$ cat config.mk
export PLATFORM = sky130hd
export DESIGN_NAME = ripple_count_monitor
export DESIGN_NICKNAME = d
export VERILOG_FILES = /design/src/rtl/ripple_count_monitor_pkg.sv /design/src/rtl/rcm_sync2.sv /design/src/rtl/ripple_count_monitor.sv
export SDC_FILE = /design/constraint.sdc
export NUM_CORES = 1
export LEC_CHECK = 0
export CELL_PAD_IN_SITES_DETAIL_PLACEMENT = 1
export CELL_PAD_IN_SITES_GLOBAL_PLACEMENT = 2
export CORE_AREA = 3 3 106 77
export CTS_CLUSTER_DIAMETER = 200
export CTS_CLUSTER_SIZE = 40
export DETAILED_ROUTE_END_ITERATION = 8
export DIE_AREA = 0 0 109 80
export PLACE_DENSITY = 0.77
export SYNTH_ARGS = -nofsm -noshare
export SYNTH_HDL_FRONTEND = slang
export SYNTH_SLANG_ARGS = --single-unit
$ cat constraint.sdc
create_clock -name clk -period 3.43 [get_ports clk]
set_input_delay 0.5145 -clock clk [delete_from_list [all_inputs] [get_ports clk]]
set_output_delay 0.5145 -clock clk [all_outputs]
set_load 0.005 [all_outputs]
$ cat src/rtl/ripple_count_monitor_pkg.sv
// Shared types and defaults for the ripple count monitor.
// Defines the snapshot FSM states, the 4-bit count type and the default parameter values.
package ripple_count_monitor_pkg;

    typedef enum logic {
        IDLE = 1'b0,
        HOLD = 1'b1
    } snap_state_t;

    typedef logic [3:0] cnt4_t;

    localparam int DEF_EXT_W      = 16;
    localparam int DEF_STABLE_CYC = 2;

endpackage

$ cat src/rtl/rcm_sync2.sv
// Two-flop synchronizer for the 4-bit rippling count.
// s1 is also exported so the stability logic can see an s2 change one edge in advance.
module rcm_sync2
    import ripple_count_monitor_pkg::*;
(
    input  logic  clk,
    input  logic  reset,
    input  cnt4_t d,
    output cnt4_t s1,
    output cnt4_t s2
);

    always_ff @(posedge clk or negedge reset) begin
        if (!reset) begin
            s1 <= '0;
            s2 <= '0;
        end else begin
            s1 <= d;
            s2 <= s1;
        end
    end

endmodule

$ cat src/rtl/ripple_count_monitor.sv
// Extends an asynchronous 4-bit ripple count into an EXT_W-bit count, with a snapshot handshake.
// Optional skip checking is enabled by defining RIPPLE_COUNT_MONITOR_SKIP_CHECK_EN.
module ripple_count_monitor
    import ripple_count_monitor_pkg::*;
#(
    parameter int EXT_W      = DEF_EXT_W,
    parameter int STABLE_CYC = DEF_STABLE_CYC
) (
    input  logic             clk,
    input  logic             reset,
    input  logic [3:0]       cnt_in,
    input  logic             clr,
    input  logic             snap_req,
    output logic             snap_valid,
    input  logic             snap_ready,
    output logic [EXT_W-1:0] snap_data,
    output logic [EXT_W-1:0] count_ext,
    output logic             wrap_pulse,
    output logic             err_skip
);

    localparam logic [3:0] STAB_TGT = 4'(STABLE_CYC);

    cnt4_t            s1;
    cnt4_t            s2;
    cnt4_t            prev;
    cnt4_t            delta;
    logic [3:0]       stab;
    logic             acc_done;
    logic             base_valid;
    logic             accept;
    logic [EXT_W-1:0] delta_ext;
    snap_state_t      state_q;
    snap_state_t      state_d;
    logic             snap_load;

    rcm_sync2 u_sync (
        .clk   (clk),
        .reset (reset),
        .d     (cnt_in),
        .s1    (s1),
        .s2    (s2)
    );

    // s1 != s2 means s2 takes a new value at this edge, so stab restarts at 1 alongside it.
    always_ff @(posedge clk or negedge reset) begin
        if (!reset) begin
            stab     <= '0;
            acc_done <= 1'b0;
        end else if (s1 != s2) begin
            stab     <= 4'd1;
            acc_done <= 1'b0;
        end else begin
            if (stab != 4'hf) stab <= stab + 4'd1;
            if (accept) acc_done <= 1'b1;
        end
    end

    assign accept    = (stab == STAB_TGT) && !acc_done;
    assign delta     = s2 - prev;
    assign delta_ext = {{(EXT_W-4){1'b0}}, delta};

    always_ff @(posedge clk or negedge reset) begin
        if (!reset) begin
            prev       <= '0;
            base_valid <= 1'b0;
            count_ext  <= '0;
            wrap_pulse <= 1'b0;
        end else begin
            wrap_pulse <= 1'b0;
            if (accept) begin
                prev       <= s2;
                base_valid <= 1'b1;
            end
            // clr wins over a same-cycle acceptance; prev above still follows s2.
            if (clr) begin
                count_ext <= '0;
            end else if (accept && base_valid) begin
                count_ext  <= count_ext + delta_ext;
                wrap_pulse <= (s2 < prev);
            end
        end
    end

`ifdef RIPPLE_COUNT_MONITOR_SKIP_CHECK_EN
    logic err_q;

    always_ff @(posedge clk or negedge reset) begin
        if (!reset) begin
            err_q <= 1'b0;
        end else if (clr) begin
            err_q <= 1'b0;
        end else if (accept && base_valid && (delta > 4'd1)) begin
            err_q <= 1'b1;
        end
    end

    assign err_skip = err_q;
`else
    assign err_skip = 1'b0;
`endif

    // Snapshot handshake: snap_valid is high exactly while in HOLD; transfer on snap_valid && snap_ready.
    always_ff @(posedge clk or negedge reset) begin
        if (!reset) begin
            state_q   <= IDLE;
            snap_data <= '0;
        end else begin
            state_q <= state_d;
            if (snap_load) snap_data <= count_ext;
        end
    end

    always_comb begin
        state_d    = state_q;
        snap_load  = 1'b0;
        snap_valid = 1'b0;
        case (state_q)
            IDLE: begin
                if (snap_req) begin
                    snap_load = 1'b1;
                    state_d   = HOLD;
                end
            end
            HOLD: begin
                snap_valid = 1'b1;
                if (snap_ready) state_d = IDLE;
            end
            default: state_d = IDLE;
        endcase
    end

endmodule
==> results.toml <==
[run_status]
status = "complete, no violations"

[sta]
fin_crit_ps = 2857
rsz0062_at_grt = "no"
slew_headroom_pct = 43.98
finalHoldViolCount = 0
min_period_over_period_pct = 83.30
tightest_slew_ps = 838.2
fin_skew_ps = 2.262
slew_viol_final = 0
max_freq_ghz = 0.3500
setup_tns_ps = 0
finalSetupViolations = 0

[synthesis]
ys_ff_latch = 52
synth.avg_cell_area_sq_um = 11.42
syn_area_sq_um = 2445
synth-simple-area-share_pct = 13.66
async_flop_share_pct = 100.0
synthCells = 214
synth_mux_area_share_pct = 7.830
synth_fa_ha_area_share_pct = 7.267
yosysWarningCount = 0
yosysSeqAreaShare_pct = 53.22
synth_ff_type = "dfrtp_1"
synth_cell_types = 41
synth_top_family_by_area = "simple AND/OR/NAND/NOR gates"
synth_edf_count = 0
synth_compound_area_share_pct = 10.64
syn_nets = 236
synth_xor_area_share_pct = 3.941

[power]
pwr-share-clk_pct = 31.5
cellPowerDensity_nw_per_um2 = 371.1
p_seq_share_pct = 56.7
vdd_drop_max_mv = 0.1422
sw_frac_of_total_pct = 25.16
p_sw_w = 0.0002861
p_leak_nw = 1.333
p_comb_share_pct = 11.7
intPower_w = 0.0008509

[drt]
drc = 0
routed_wl_um = 5487
drt_iter0_drc = 49
drtAntennaViolNets = 0
top_layer_used = "met4"
viasPerCell = 4.922
routedWlPerCell_um = 15.33
routed-wl-met2_um = 2376
wl_met3_um = 267
via_count = 1762
dr.pass1.iters = 4
wl_met1_um = 2822

[place]
port_buffers = 42
hpwl_um = 4097
place_congestion = 0.6970
postPlaceCellArea_sq_um = 2974

[global_route]
grt_pass1_vias = 1852
grtUsageTotal_pct = 13.87
grt_first_pass_wirelength_um = 9542
grt_max_degree = 35
antenna_found_initial = 0
globalRouteOverflowTotal = 0

[final_layout]
drive_gt1_share_pct = 10.38
syn_to_final_growth_pct = 25.33
finalInstanceArea_sq_um = 3064
antennaDiodeCount = 0
fill_cells = 809
final_cell_mix = "52 x dfrtp_1, 41 x clkdlybuf4s50_1, 15 x mux2_2"
final_common_cell = "dfrtp_1"
fin_util_pct = 42.24
fin_nets = 281

[floorplanning]
die_w_um = 109
io_pins = 44
coreArea_sq_um = 7254
initial_utilization_pct = 33.70
rows = 26
fp.dieH_um = 80
die-area_sq_um = 8720

[clock_tree]
clk_latency_ps = 300
tritoncts = "yes"
clkSlewWorstSetupHoldPaths_ps = 90
cts_hold_buf = 0
cts.root.buffer_cell = "clkbuf_8"
htreeDepth = 2
clock_sinks = 52
cts_buffers = 5
cts_setup_buffers = 0
clk_path_buf_depth = 2
ctsResizeCount = 0

[setup_path]
slowest_delay_ps = 510
path_cells = "inv_1, ha_1, inv_1, fa_1, inv_1, fa_1, nand3b_1, a211oi_2, nand3_1, mux2_1"
required_ps = 3620
cp_common_cell = "inv_1"
critPathKind = "reg -> reg"
crit_slowest_cell = "fa_1"
arrival_ps = 3040
setup.worst_path.end_class = "flip-flop"
worstSetupStartpointType = "flip-flop"
worst-path-max-fanout = 4

[run]
drv_cap = 0

[hold_path]
worstHoldPathType = "in -> async"
## critical path, delay by kind of cell (launching register included)
family / cells / cell delay (ps)
multiplexers: 1 / 330
AND/OR/NAND/NOR: 2 / 390
adder cells (fa/ha/maj): 3 / 1080
buffers and inverters: 3 / 200
flip-flops: 1 / 400
AO/OA/AOI/OAI: 1 / 350
## worst paths after layout
check / cells past startpoint / from / slack [ps] / to
min in group clk: 0 / u_sync.s1[3]$_DFF_PN0_ / 400 / u_sync.s2[3]$_DFF_PN0_
max reg2reg: 10 / u_sync.s2[0]$_DFF_PN0_ / 570 / count_ext[10]$_DFFE_PN0P_
min: 1 / reset / 290 / prev[1]$_DFFE_PN0P_
max: 10 / u_sync.s2[0]$_DFF_PN0_ / 570 / count_ext[10]$_DFFE_PN0P_
min reg2reg: 0 / u_sync.s1[3]$_DFF_PN0_ / 400 / u_sync.s2[3]$_DFF_PN0_
max in group asynchronous: 2 / reset / 2400 / snap_data[7]$_DFFE_PN0P_
## flip-flops by register name (all words and copies together) (netlist names), 4 cells and up
signal,flops
count_ext,16
snap_data,16
prev,4
stab,4
u_sync.s1,4
u_sync.s2,4
## cell usage after synthesis (3+ instances only)
| library cell | count | area share, % |
|---|---|---|
| a21o_1 | 4 | 1.2 |
| a21oi_1 | 14 | 2.9 |
| clkbuf_1 | 5 | 0.77 |
| dfrtp_1 | 52 | 53 |
| ha_1 | 11 | 5.6 |
| inv_1 | 13 | 2.0 |
| mux2_2 | 15 | 6.9 |
| nand2_1 | 14 | 2.1 |
| nand3_1 | 8 | 1.6 |
| nand3b_1 | 3 | 0.92 |
| nor2_1 | 10 | 1.5 |
| nor3_1 | 3 | 0.61 |
| o21ai_0 | 9 | 1.8 |
| o31ai_1 | 4 | 1.2 |
| or4_1 | 3 | 0.92 |
| xnor2_1 | 8 | 2.9 |
| xor2_1 | 3 | 1.1 |
## cell type report
cell class	count	area, sq um	share of cell area (%)
clock buffers	8	90.09	2.940
inverters	13	48.80	1.592
multi-input cells	142	1064	34.71
flip-flops and latches	52	1301	42.47
well taps	98	122.6	4.002
repair buffers	45	437.9	14.29
## kinds of logic after synthesis
| family | count (synthesis) |
|---|---|
| simple gates | 58 |
| flops | 52 |
| compound gates | 42 |
| buf+inv | 20 |
| mux | 17 |
| fa+ha+maj | 13 |
| xor+xnor | 11 |
| other cells | 1 |
## routing by layer
metal | vias to the layer above | global-route usage, %
met1 | 878 | 20.47
met5 | - | 0
met4 | 0 | 3.405
li1 | 842 | -
met3 | 2 | 2.829
met2 | 40 | 20.65
## power groups by stage
stage	Clock, W	Sequential (W)	Combinational (W)
3_5_place_dp	0	0.000658	0.000138
2_1_floorplan	0	0.000653	0.0000868
4_1_cts	0.000375	0.000645	0.000138
5_1_grt	0.000403	0.000649	0.000155
6_report	0.000359	0.000645	0.000133
3_3_place_gp	0	0.000657	0.000133
## metrics by stage
stage	total power [W]	hold WS (ps)	worst slack, ps	std cells
6_report	0.001137	288.2	572.7	358
2_1_floorplan	0.0007403	218.9	827.2	214
5_1_grt	0.001207	340.7	358.1	358
3_5_place_dp	0.0007953	386.1	557.2	350
3_3_place_gp	0.0007901	380.3	667.4	350
4_1_cts	0.001159	316.0	551.5	358
No activity file was read; power rests on OpenSTA's default activity.
